==> config.mk <==
export PLATFORM = sky130hd
export DESIGN_NAME = spi_master_param_flat
export DESIGN_NICKNAME = d
export VERILOG_FILES = /design/src/rtl/spi_master_param_if.sv /design/src/rtl/spi_master_param.sv /design/src/flat_wrapper.sv
export SDC_FILE = /design/constraint.sdc
export NUM_CORES = 1
export LEC_CHECK = 0
export CAP_MARGIN = 25
export CORE_MARGIN = 10
export CORE_UTILIZATION = 54
export CTS_BUF_LIST = sky130_fd_sc_hd__clkbuf_4 sky130_fd_sc_hd__clkbuf_8
export DETAILED_ROUTE_END_ITERATION = 7
export GPL_TIMING_DRIVEN = 0
export PLACE_DENSITY = 0.87
export SLEW_MARGIN = 25
export SYNTH_ARGS = -nofsm -noshare
export SYNTH_HDL_FRONTEND = slang
export SYNTH_SLANG_ARGS = --single-unit
==> constraint.sdc <==
create_clock -name clk -period 2 [get_ports clk]
set_input_delay 0.4 -clock clk [delete_from_list [all_inputs] [get_ports clk]]
set_output_delay 0.4 -clock clk [all_outputs]
set_load 0.05 [all_outputs]
==> src/rtl/spi_master_param_if.sv <==
// SPI bus between spi_master_param and its SPI_SLAVE-style peers.
interface spi_master_param_if #(
  parameter int unsigned NCS = 2
) ();
  logic [NCS-1:0] LOAD;
  logic           SCLK;
  logic           MOSI;
  logic           MISO;

  modport master (output LOAD, output SCLK, output MOSI, input MISO);
  modport slave  (input LOAD, input SCLK, input MOSI, output MISO);
endinterface

==> src/rtl/spi_master_param.sv <==
// Parametrised SPI master: M-bit frames, mode 0..3 and slave select chosen per frame.
// Define SPI_LSB_FIRST_EN to add the per-frame lsb_first input.
module spi_master_param #(
  parameter int unsigned M   = 9,
  parameter int unsigned DIV = 4,
  parameter int unsigned NCS = 2
) (
  input  logic                  clk,
  input  logic                  clr,
  input  logic                  st,
  input  logic [M-1:0]          DI,
  input  logic [1:0]            mode,
  input  logic [2:0]            cs,
`ifdef SPI_LSB_FIRST_EN
  input  logic                  lsb_first,
`endif
  spi_master_param_if.master    spi,
  output logic [M-1:0]          DO,
  output logic                  busy,
  output logic                  done,
  output logic                  ce_tact,
  output logic [7:0]            cb_bit
);

  typedef enum logic [1:0] {StIdle, StLead, StShift, StTrail} state_e;

  localparam int unsigned   CntW     = $clog2(DIV);
  localparam logic [CntW-1:0] CntMax = CntW'(DIV - 1);
  localparam logic [7:0]    LastEdge = 8'(2 * M - 1);

  state_e          state_q, state_d;
  logic [CntW-1:0] cnt_q, cnt_d;
  logic [M-1:0]    sr_tx_q, sr_tx_d, sr_rx_q, sr_rx_d, do_q, do_d;
  logic [NCS-1:0]  load_q, load_d, load_dec;
  logic [7:0]      cb_q, cb_d;
  logic            cpha_q, cpha_d, lsb_q, lsb_d, sclk_q, sclk_d, mosi_q, mosi_d;
  logic            busy_q, busy_d, done_q, done_d;
  logic            lsb_in, leading, last_edge;

`ifdef SPI_LSB_FIRST_EN
  assign lsb_in = lsb_first;
`else
  assign lsb_in = 1'b0;
`endif

  function automatic logic tx_bit(input logic [M-1:0] sr, input logic lsb);
    return lsb ? sr[0] : sr[M-1];
  endfunction

  function automatic logic [M-1:0] tx_shift(input logic [M-1:0] sr, input logic lsb);
    return lsb ? {1'b0, sr[M-1:1]} : {sr[M-2:0], 1'b0};
  endfunction

  function automatic logic [M-1:0] rx_shift(input logic [M-1:0] sr, input logic b,
                                            input logic lsb);
    return lsb ? {b, sr[M-1:1]} : {sr[M-2:0], b};
  endfunction

  // Out-of-range channel index leaves every select deasserted.
  always_comb begin
    load_dec = '1;
    for (int unsigned i = 0; i < NCS; i++) begin
      if (cs == 3'(i)) load_dec[i] = 1'b0;
    end
  end

  assign ce_tact   = (state_q != StIdle) && (cnt_q == CntMax);
  assign leading   = ~cb_q[0];
  assign last_edge = (cb_q == LastEdge);

  always_comb begin
    state_d = state_q;
    cnt_d   = (state_q == StIdle || cnt_q == CntMax) ? '0 : cnt_q + 1'b1;
    sr_tx_d = sr_tx_q;
    sr_rx_d = sr_rx_q;
    do_d    = do_q;
    load_d  = load_q;
    cb_d    = cb_q;
    cpha_d  = cpha_q;
    lsb_d   = lsb_q;
    sclk_d  = sclk_q;
    mosi_d  = mosi_q;
    busy_d  = busy_q;
    done_d  = 1'b0;
    case (state_q)
      StIdle: begin
        // A start coinciding with the done pulse is dropped.
        if (st && !done_q) begin
          cpha_d  = mode[0];
          lsb_d   = lsb_in;
          sclk_d  = mode[1];
          load_d  = load_dec;
          busy_d  = 1'b1;
          sr_rx_d = '0;
          state_d = StLead;
          if (!mode[0]) begin
            mosi_d  = tx_bit(DI, lsb_in);
            sr_tx_d = tx_shift(DI, lsb_in);
          end else begin
            sr_tx_d = DI;
          end
        end
      end
      StLead: begin
        if (ce_tact) state_d = StShift;
      end
      StShift: begin
        if (ce_tact) begin
          sclk_d = ~sclk_q;
          cb_d   = cb_q + 8'd1;
          if (leading == cpha_q) begin
            if (!last_edge) begin
              mosi_d  = tx_bit(sr_tx_q, lsb_q);
              sr_tx_d = tx_shift(sr_tx_q, lsb_q);
            end
          end else begin
            sr_rx_d = rx_shift(sr_rx_q, spi.MISO, lsb_q);
          end
          if (last_edge) state_d = StTrail;
        end
      end
      StTrail: begin
        if (ce_tact) begin
          load_d  = '1;
          do_d    = sr_rx_q;
          done_d  = 1'b1;
          busy_d  = 1'b0;
          cb_d    = '0;
          state_d = StIdle;
        end
      end
      default: state_d = StIdle;
    endcase
  end

  always_ff @(posedge clk) begin
    if (!clr) begin
      state_q <= StIdle;
      cnt_q   <= '0;
      sr_tx_q <= '0;
      sr_rx_q <= '0;
      do_q    <= '0;
      load_q  <= '1;
      cb_q    <= '0;
      cpha_q  <= 1'b0;
      lsb_q   <= 1'b0;
      sclk_q  <= 1'b0;
      mosi_q  <= 1'b0;
      busy_q  <= 1'b0;
      done_q  <= 1'b0;
    end else begin
      state_q <= state_d;
      cnt_q   <= cnt_d;
      sr_tx_q <= sr_tx_d;
      sr_rx_q <= sr_rx_d;
      do_q    <= do_d;
      load_q  <= load_d;
      cb_q    <= cb_d;
      cpha_q  <= cpha_d;
      lsb_q   <= lsb_d;
      sclk_q  <= sclk_d;
      mosi_q  <= mosi_d;
      busy_q  <= busy_d;
      done_q  <= done_d;
    end
  end

  assign spi.LOAD = load_q;
  assign spi.SCLK = sclk_q;
  assign spi.MOSI = mosi_q;
  assign DO       = do_q;
  assign busy     = busy_q;
  assign done     = done_q;
  assign cb_bit   = cb_q;

endmodule

==> src/flat_wrapper.sv <==
// flat-port wrapper written by rule: the top's interface ports become plain ports
module spi_master_param_flat 
#(
  parameter int unsigned M   = 9,
  parameter int unsigned DIV = 4,
  parameter int unsigned NCS = 2
)
  (clk, clr, st, DI, mode, cs, DO, busy, done, ce_tact, cb_bit, spi_LOAD, spi_SCLK, spi_MOSI, spi_MISO);
  spi_master_param_if #(.NCS(NCS)) spi_i ();
  input  logic clk;
  input  logic clr;
  input  logic st;
  input  logic [M-1:0] DI;
  input  logic [1:0] mode;
  input  logic [2:0] cs;
  output logic [M-1:0] DO;
  output logic busy;
  output logic done;
  output logic ce_tact;
  output logic [7:0] cb_bit;
  output wire logic [$bits(spi_i.LOAD)-1:0] spi_LOAD;
  output wire logic [$bits(spi_i.SCLK)-1:0] spi_SCLK;
  output wire logic [$bits(spi_i.MOSI)-1:0] spi_MOSI;
  input wire logic [$bits(spi_i.MISO)-1:0] spi_MISO;
  assign spi_LOAD = spi_i.LOAD;
  assign spi_SCLK = spi_i.SCLK;
  assign spi_MOSI = spi_i.MOSI;
  assign spi_i.MISO = spi_MISO;
  spi_master_param #(.M(M), .DIV(DIV), .NCS(NCS)) u_core (.clk(clk), .clr(clr), .st(st), .DI(DI), .mode(mode), .cs(cs), .spi(spi_i), .DO(DO), .busy(busy), .done(done), .ce_tact(ce_tact), .cb_bit(cb_bit));
endmodule
==> impl_results.md <==
* Hold path start: clr
* Yosys warnings at 0
* Yosys top cell by area: dfxtp_1
* Ranking of synthesized cells by area: dfxtp_1 (41%), mux2i_1 (5.8%), a21oi_1 (4.9%), nand3_1 (4.9%), ha_1 (4.4%)
* Mean Syn Cell Area at ~9.5 sq um
* CORE AREA at slightly above 4000 sq um
* CP Cell Sequence: clkdlybuf4s50_1
* DRT iter0 DRCs at 92
* H-tree depth at 2
* DP HPWL at between 4000 and 5000 um
* Synth Instances at 236
* Clock Power Share at 0.236
* Final ANT Viol Nets at 0
* Critical Path RT at 1.60 ns
* Final Hold Slack at approximately 0.45 ns
* Post-Syn Area at between 2000 and 2500 sq um
* First-pass GRT wire length at 9556 um
* Post-synth ARST share at 0
* Layout cell share with drive strength beyond 1 at 0.1458
* Pwr Total at 2.940 mW
* Area added between synthesis and finish at 29.03%
* Worst path slowest cell: clkdlybuf4s50_1
* Worst path arrival time at 1.55 ns
* Sequential-to-total area share from yosys stat at 0.4093
* Overflow after GRT at 0
* Fin area at 2903 sq um
* Routed vias at 1950
* Clock slew at the register clock pins of the worst setup and hold paths at around 0.080 ns
* Initial antenna violation count at 0
* Final setup vio count at 0
* Fill cells at 304
* CTS tree: built
* Buf+Inv Stages, Crit Path at 1
* Sequential cell area at 923.4 sq um
* Critical path type: reg -> out
* Die X at 84.55 um
* Sw frac at 0.3424
* Mux contribution to synthesized area at 0.06785
* Achievable Freq at 513.4 MHz
* Final wirelength at 5697 um
* CP endpoint kind: primary output
* Slowest stage delay, CP at 0.84 ns
* Sequential power share at 0.375
* Sink Count at 46
* Dpl cells at 326
* Max-Cap Viols at 0
* R2R Path Start: u_core.state_q[0]
* Initial Util at 0.5584
* Ys flop type: dfxtp_1
* RR Endpoint: u_core.cb_bit[4]
* Row count at 23
* P_leak at approximately 1.2 nW
* Post-synthesis adder-cell area fraction at 0.04449
* Pin count of the biggest net entering global routing at 15
* IR drop worst, VDD at 685.1 uV
* CP top delay family: buffers and inverters
* Number of buffers created by CTS at 5
* CTS Root Cell: clkbuf_8
* Psw at 1.007 mW
* Number of nets in the layout at approximately 310
* Yosys reg bits at 46
* Largest family of logic cells by synthesized area: simple AND/OR/NAND/NOR gates
* Remaining DRCs at 0
* Area share of the largest cell type after synthesis at 0.4093
* IO Count at 42
* Final min period at 1.948 ns
* Pwr/cell area at 1013 nW/um^2
* Slew HR at 0.5512
* GP Congestion at about 0.82
* Post-route setup TNS at 0 ns
* Outcome: completed
* Post-Layout Cell Count at 338
* Clk Latency, worst-skew pair at around 0.30 ns
* Post-synth EDFFs at 0
* DR pass1 iterations at 4
* Crit start category: register
* Dpl cell area at around 2700 sq um
* Via density at approximately 5.8
* Clock skew at 0.005474 ns
* Syn nets at 262
* Number of global-route vias before repair at 1990
* Die H at around 85 um
* Area occupied by multi-input gates at 1221 sq um
* Hold path depth at 3
* Hold worst-path end: u_core.state_q[1]
* Comb power frac at 0.389
* Max FO, Critical Path at 5
* Netlist cell types at 51
* Min-delay worst type: in -> reg
* Pint at a little under 2 mW
* GRT Total Usage at 0.1588
* WL per Instance at 16.86 um
* Post-Synth Simple-Gate Area at 0.2141
* R2R Setup Slk at 0.10 ns
* Final worst-path cycle share at 0.9739
* Worst r2r path cells at 7
* Final hold vios at 0
* Pins Over Slew Limit at 0
* PortBufs at 40
* Full die area at 7148 sq um
* Clock buffer depth at 2
* Post-Synth XOR/XNOR Area at 0.02670
* Worst-margin pin slew at between 0.6 and 0.7 ns
* Compound-Gate Fraction of Synth Area at 0.1785
* Diodes inserted at 0
* # hold bufs at CTS at 0
timing repair:
action                                  4_1_cts  5_1_grt
resized for setup                            16        7
endpoints found under the setup margin       11       33
setup buffers                                 0        4
pin swaps                                     1        2
synth_stat cells (2+ instances only):
library cell  instances
dfxtp_1              46
inv_1                 7
o221ai_1              8
xnor2_1               4
or4_1                 2
nand2b_1             14
buf_2                 7
clkbuf_1              3
nand3_1              22
nand4_1               2
o21ai_0               4
nor2_1                7
mux2i_1              13
buf_6                 4
a22o_1                9
ha_1                  8
mux2_2                2
nor4_1                5
nand2_1              16
a21oi_1              22
worst max-delay path by stage:
stage,from,to,slack (ns),cells after the start
after floorplan,u_core.state_q[0],u_core.DO[8],0.06,8
after global placement,u_core.state_q[0],ce_tact,-0.35,6
after detailed placement,u_core.state_q[0],ce_tact,-0.38,6
after CTS,u_core.cb_bit[7],cb_bit[7],0.001,1
after global routing,u_core.state_q[0],u_core.cb_bit[2],-0.02,7
final,u_core.cb_bit[4],cb_bit[4],0.05,1
layout by cell type (no fill, tap or decap), types with 7 or more instances in the layout:
cell             instances
a21oi_1                 22
a22o_1                   9
buf_2                    7
clkdlybuf4s50_1         32
dfxtp_1                 44
ha_1                     7
mux2i_1                 13
nand2_1                 16
nand2b_1                14
nand3_1                 22
nor2_1                   7
o221ai_1                 8
metrics by stage:
| stage | utilization | worst slack [ns] |
|---|---|---|
| after floorplan | - | 0.05886 |
| after global placement | 0.6733 | -0.3495 |
| after detailed placement | 0.6733 | -0.3824 |
| after CTS | 0.7037 | 0.001021 |
| after global routing | 0.7205 | -0.02420 |
| final | 0.7205 | 0.05211 |
routing by layer:
metal	GRT usage	up-vias	wire, um
li1	-	959	-
met1	0.1788	931	2295
met2	0.2704	50	2957
met3	0.04541	10	321
met4	0.07186	0	121
met5	0	-	0
flip-flops by register name, indices dropped and copies added, names as in the netlist:
name / count
u_core.done: 1
u_core.spi.LOAD: 2
u_core.cb_bit: 8
u_core.DO: 9
u_core.sr_rx_q: 9
u_core.busy: 1
u_core.spi.SCLK: 1
u_core.cpha_q: 1
u_core.cnt_q: 2
u_core.sr_tx_q: 9
u_core.spi.MOSI: 1
u_core.state_q: 2
power by group through the flow:
stage	combinational [mW]	sequential, mW	clock [mW]
final	1.14	1.10	0.693
after global routing	1.25	1.12	0.738
after CTS	1.07	1.10	0.705
after detailed placement	1.04	1.11	0
after global placement	1.01	1.11	0
after floorplan	0.710	1.19	0
logic make-up after synthesis:
| logic type | after synthesis |
|---|---|
| AO/OA/AOI/OAI | 56 |
| XOR/XNOR | 6 |
| adder cells (fa/ha/maj) | 8 |
| buffers and inverters | 24 |
| flip-flops | 46 |
| multiplexers | 15 |
| AND/OR/NAND/NOR | 81 |
area by class of cell:
class / instances / share of cell area
multi-input combinational: 166 / 0.4207
sequential: 46 / 0.3181
timing repair buffer: 44 / 0.1539
buffer: 16 / 0.03534
clock buffer: 6 / 0.02629
tap: 50 / 0.02155
clock inverter: 2 / 0.01293
inverter: 8 / 0.01121
No activity file was read; power rests on OpenSTA's default activity.
==> edit: new RTL, config.mk and constraints unchanged <==
The 4 states of `state_e` get a Gray code encoding in 2 bits.
--- a/src/rtl/spi_master_param.sv
+++ b/src/rtl/spi_master_param.sv
@@ -23,5 +23,5 @@
 );
 
-  typedef enum logic [1:0] {StIdle, StLead, StShift, StTrail} state_e;
+  typedef enum logic [1:0] {StIdle = 2'b00, StLead = 2'b01, StShift = 2'b11, StTrail = 2'b10} state_e;
 
   localparam int unsigned   CntW     = $clog2(DIV);
Formal check against the unedited RTL: no difference found for any inputs over 10 cycles, from zero or initial values; not proved beyond that.
==> edit against the original RTL <==
Clock skew is 0.00074 ns higher. Worst setup slack improved by 0.012 ns. Count of clock-buffer cells in the layout unchanged. Area after synthesis shrank 0.67%. Routed wire length decreased by 2.9%. Cell area decreased by 3.1%. Sequential cell count unchanged.
Power is not compared: it rests on default switching activity, and its combinational part moved more than twofold at a synthesized area within 25%.
==> edit: results (changes against the original RTL) <==
| Metric | Value |
|---|---|
| First-pass GRT wire length | 9.26 mm (-3.1%) |
| Post-CTS sizing | 9 (-7) |
| Post-synthesis compound-gate area fraction | 0.170 (-0.00888) |
| Non-CTS buffers | 62 (+3.3%) |
| Area post-placement | 2700 µm² (-0.55%) |
| Post-place setup slack | -0.216 ns (+0.167 ns) |
| WL/cell | 15.7 µm (-6.7%) |
| Worst Setup SP | u_core.cb_bit[1]$_SDFFE_PN0P_ |
| Seq/total area | 0.327 (+0.00930) |
| Placer's final routability congestion estimate | 0.832 (+1.8%) |
| Worst-margin pin slew | 0.611 ns (-0.0552 ns) |
| Status | completed |
| Worst R2R End | u_core.spi.MOSI$_SDFFE_PN0P_ |
| Worst hold stages | 1 (-2) |
| Crit path max fanout | 5 (unchanged) |
| Gate Count Post-Synth | 255 (+8.1%) |
| Port Buf Inserts | 40 (unchanged) |
| Synth cell count leaders | dfxtp_1 (46), nand2_1 (36), mux2i_1 (19) |
| Dpl hpwl | 3.98 mm (-0.78%) |
| Non-clk buf share | 0.178 (-0.0108) |
| Antenna cell count | 0 (unchanged) |
| Yosys cell types | 40 (-22%) |
| End of the critical path | cb_bit[1] |
| Synthesized Nets | 276 (+5.3%) |
| Hold Path End | u_core.cnt_q[0]$_SDFF_PP0_ |
| Inverters excl. clock | 2 (-6) |
| Largest cells by area after synthesis | dfxtp_1 (41%), mux2i_1 (8.5%), nand2_1 (6.0%) |
| Multi-input combinational area share | 0.429 (+0.00814) |
| Routed vias | 2040 (+4.6%) |
| Placed cells | 345 (+5.8%) |
| Clock tree cell share of total cell area | 0.0405 (+0.00126) |
| Nets | 322 (+2.9%) |
| Worst Skew | 0.00621 ns (+0.000735 ns) |
| Share of cells above drive strength 1 | 0.0861 (-0.0597) |
| Final core utilization | 0.703 (-0.0173) |
| WHS | 0.430 ns (-0.0157 ns) |
| Post-Synth XOR/XNOR Area | 0.00392 (-0.0228) |
| Met3 wire len | 329 µm (+2.5%) |
| 1st-iter DRT viols | 81 (-12%) |
| Post-synthesis sequential area ratio | 0.412 (+0.00275) |
| Worst r2r src | u_core.cb_bit[0]$_SDFFE_PN0P_ |
| Worst hold path type | reg2reg |
| Mux contribution to synthesized area | 0.0851 (+0.0173) |
| Crit share post-route | 0.968 (-0.00579) |
| Synth Area in Adders | 0.0168 (-0.0277) |
| HP Start | u_core.cnt_q[0]$_SDFF_PP0_ |
| R2R depth | 6 (-1) |
| Met2 wire length | 2.63 mm (-11%) |
| Metal-1 WL | 2.47 mm (+7.8%) |
| GRT Total Usage | 0.151 (-0.00743) |
| R2R Setup Slk | 0.16 ns (+0.06 ns) |
| Multi-In Gates | 184 (+11%) |
-- edit: cell count changes after synthesis, moves of 10 or more --
cell	change
nor2b_1	+16
and3_1	+11
nand2b_1	-14
nand4_1	+10
clkbuf_1	+11
o21ai_0	+13
nand3_1	-17
a21boi_0	+12
a21oi_1	-16
nand2_1	+20
-- edit: power groups by stage --
stage	sequential, W	clock (W)	combinational [W]
3_3_place_gp	0.000973	0	0.000215
3_5_place_dp	0.000973	0	0.000218
4_1_cts	0.000952	0.000711	0.000219
5_1_grt	0.000955	0.000749	0.000238
6_report	0.000952	0.000705	0.000220
2_1_floorplan	0.000992	0	0.000119
-- edit: layer usage --
| metal | track usage | vias to the layer above |
|---|---|---|
| li1 | - | 1005 |
| met1 | 0.181 | 970 |
| met2 | 0.250 | 53 |
| met3 | 0.0396 | 12 |
| met4 | 0.0629 | 0 |
| met5 | 0 | - |
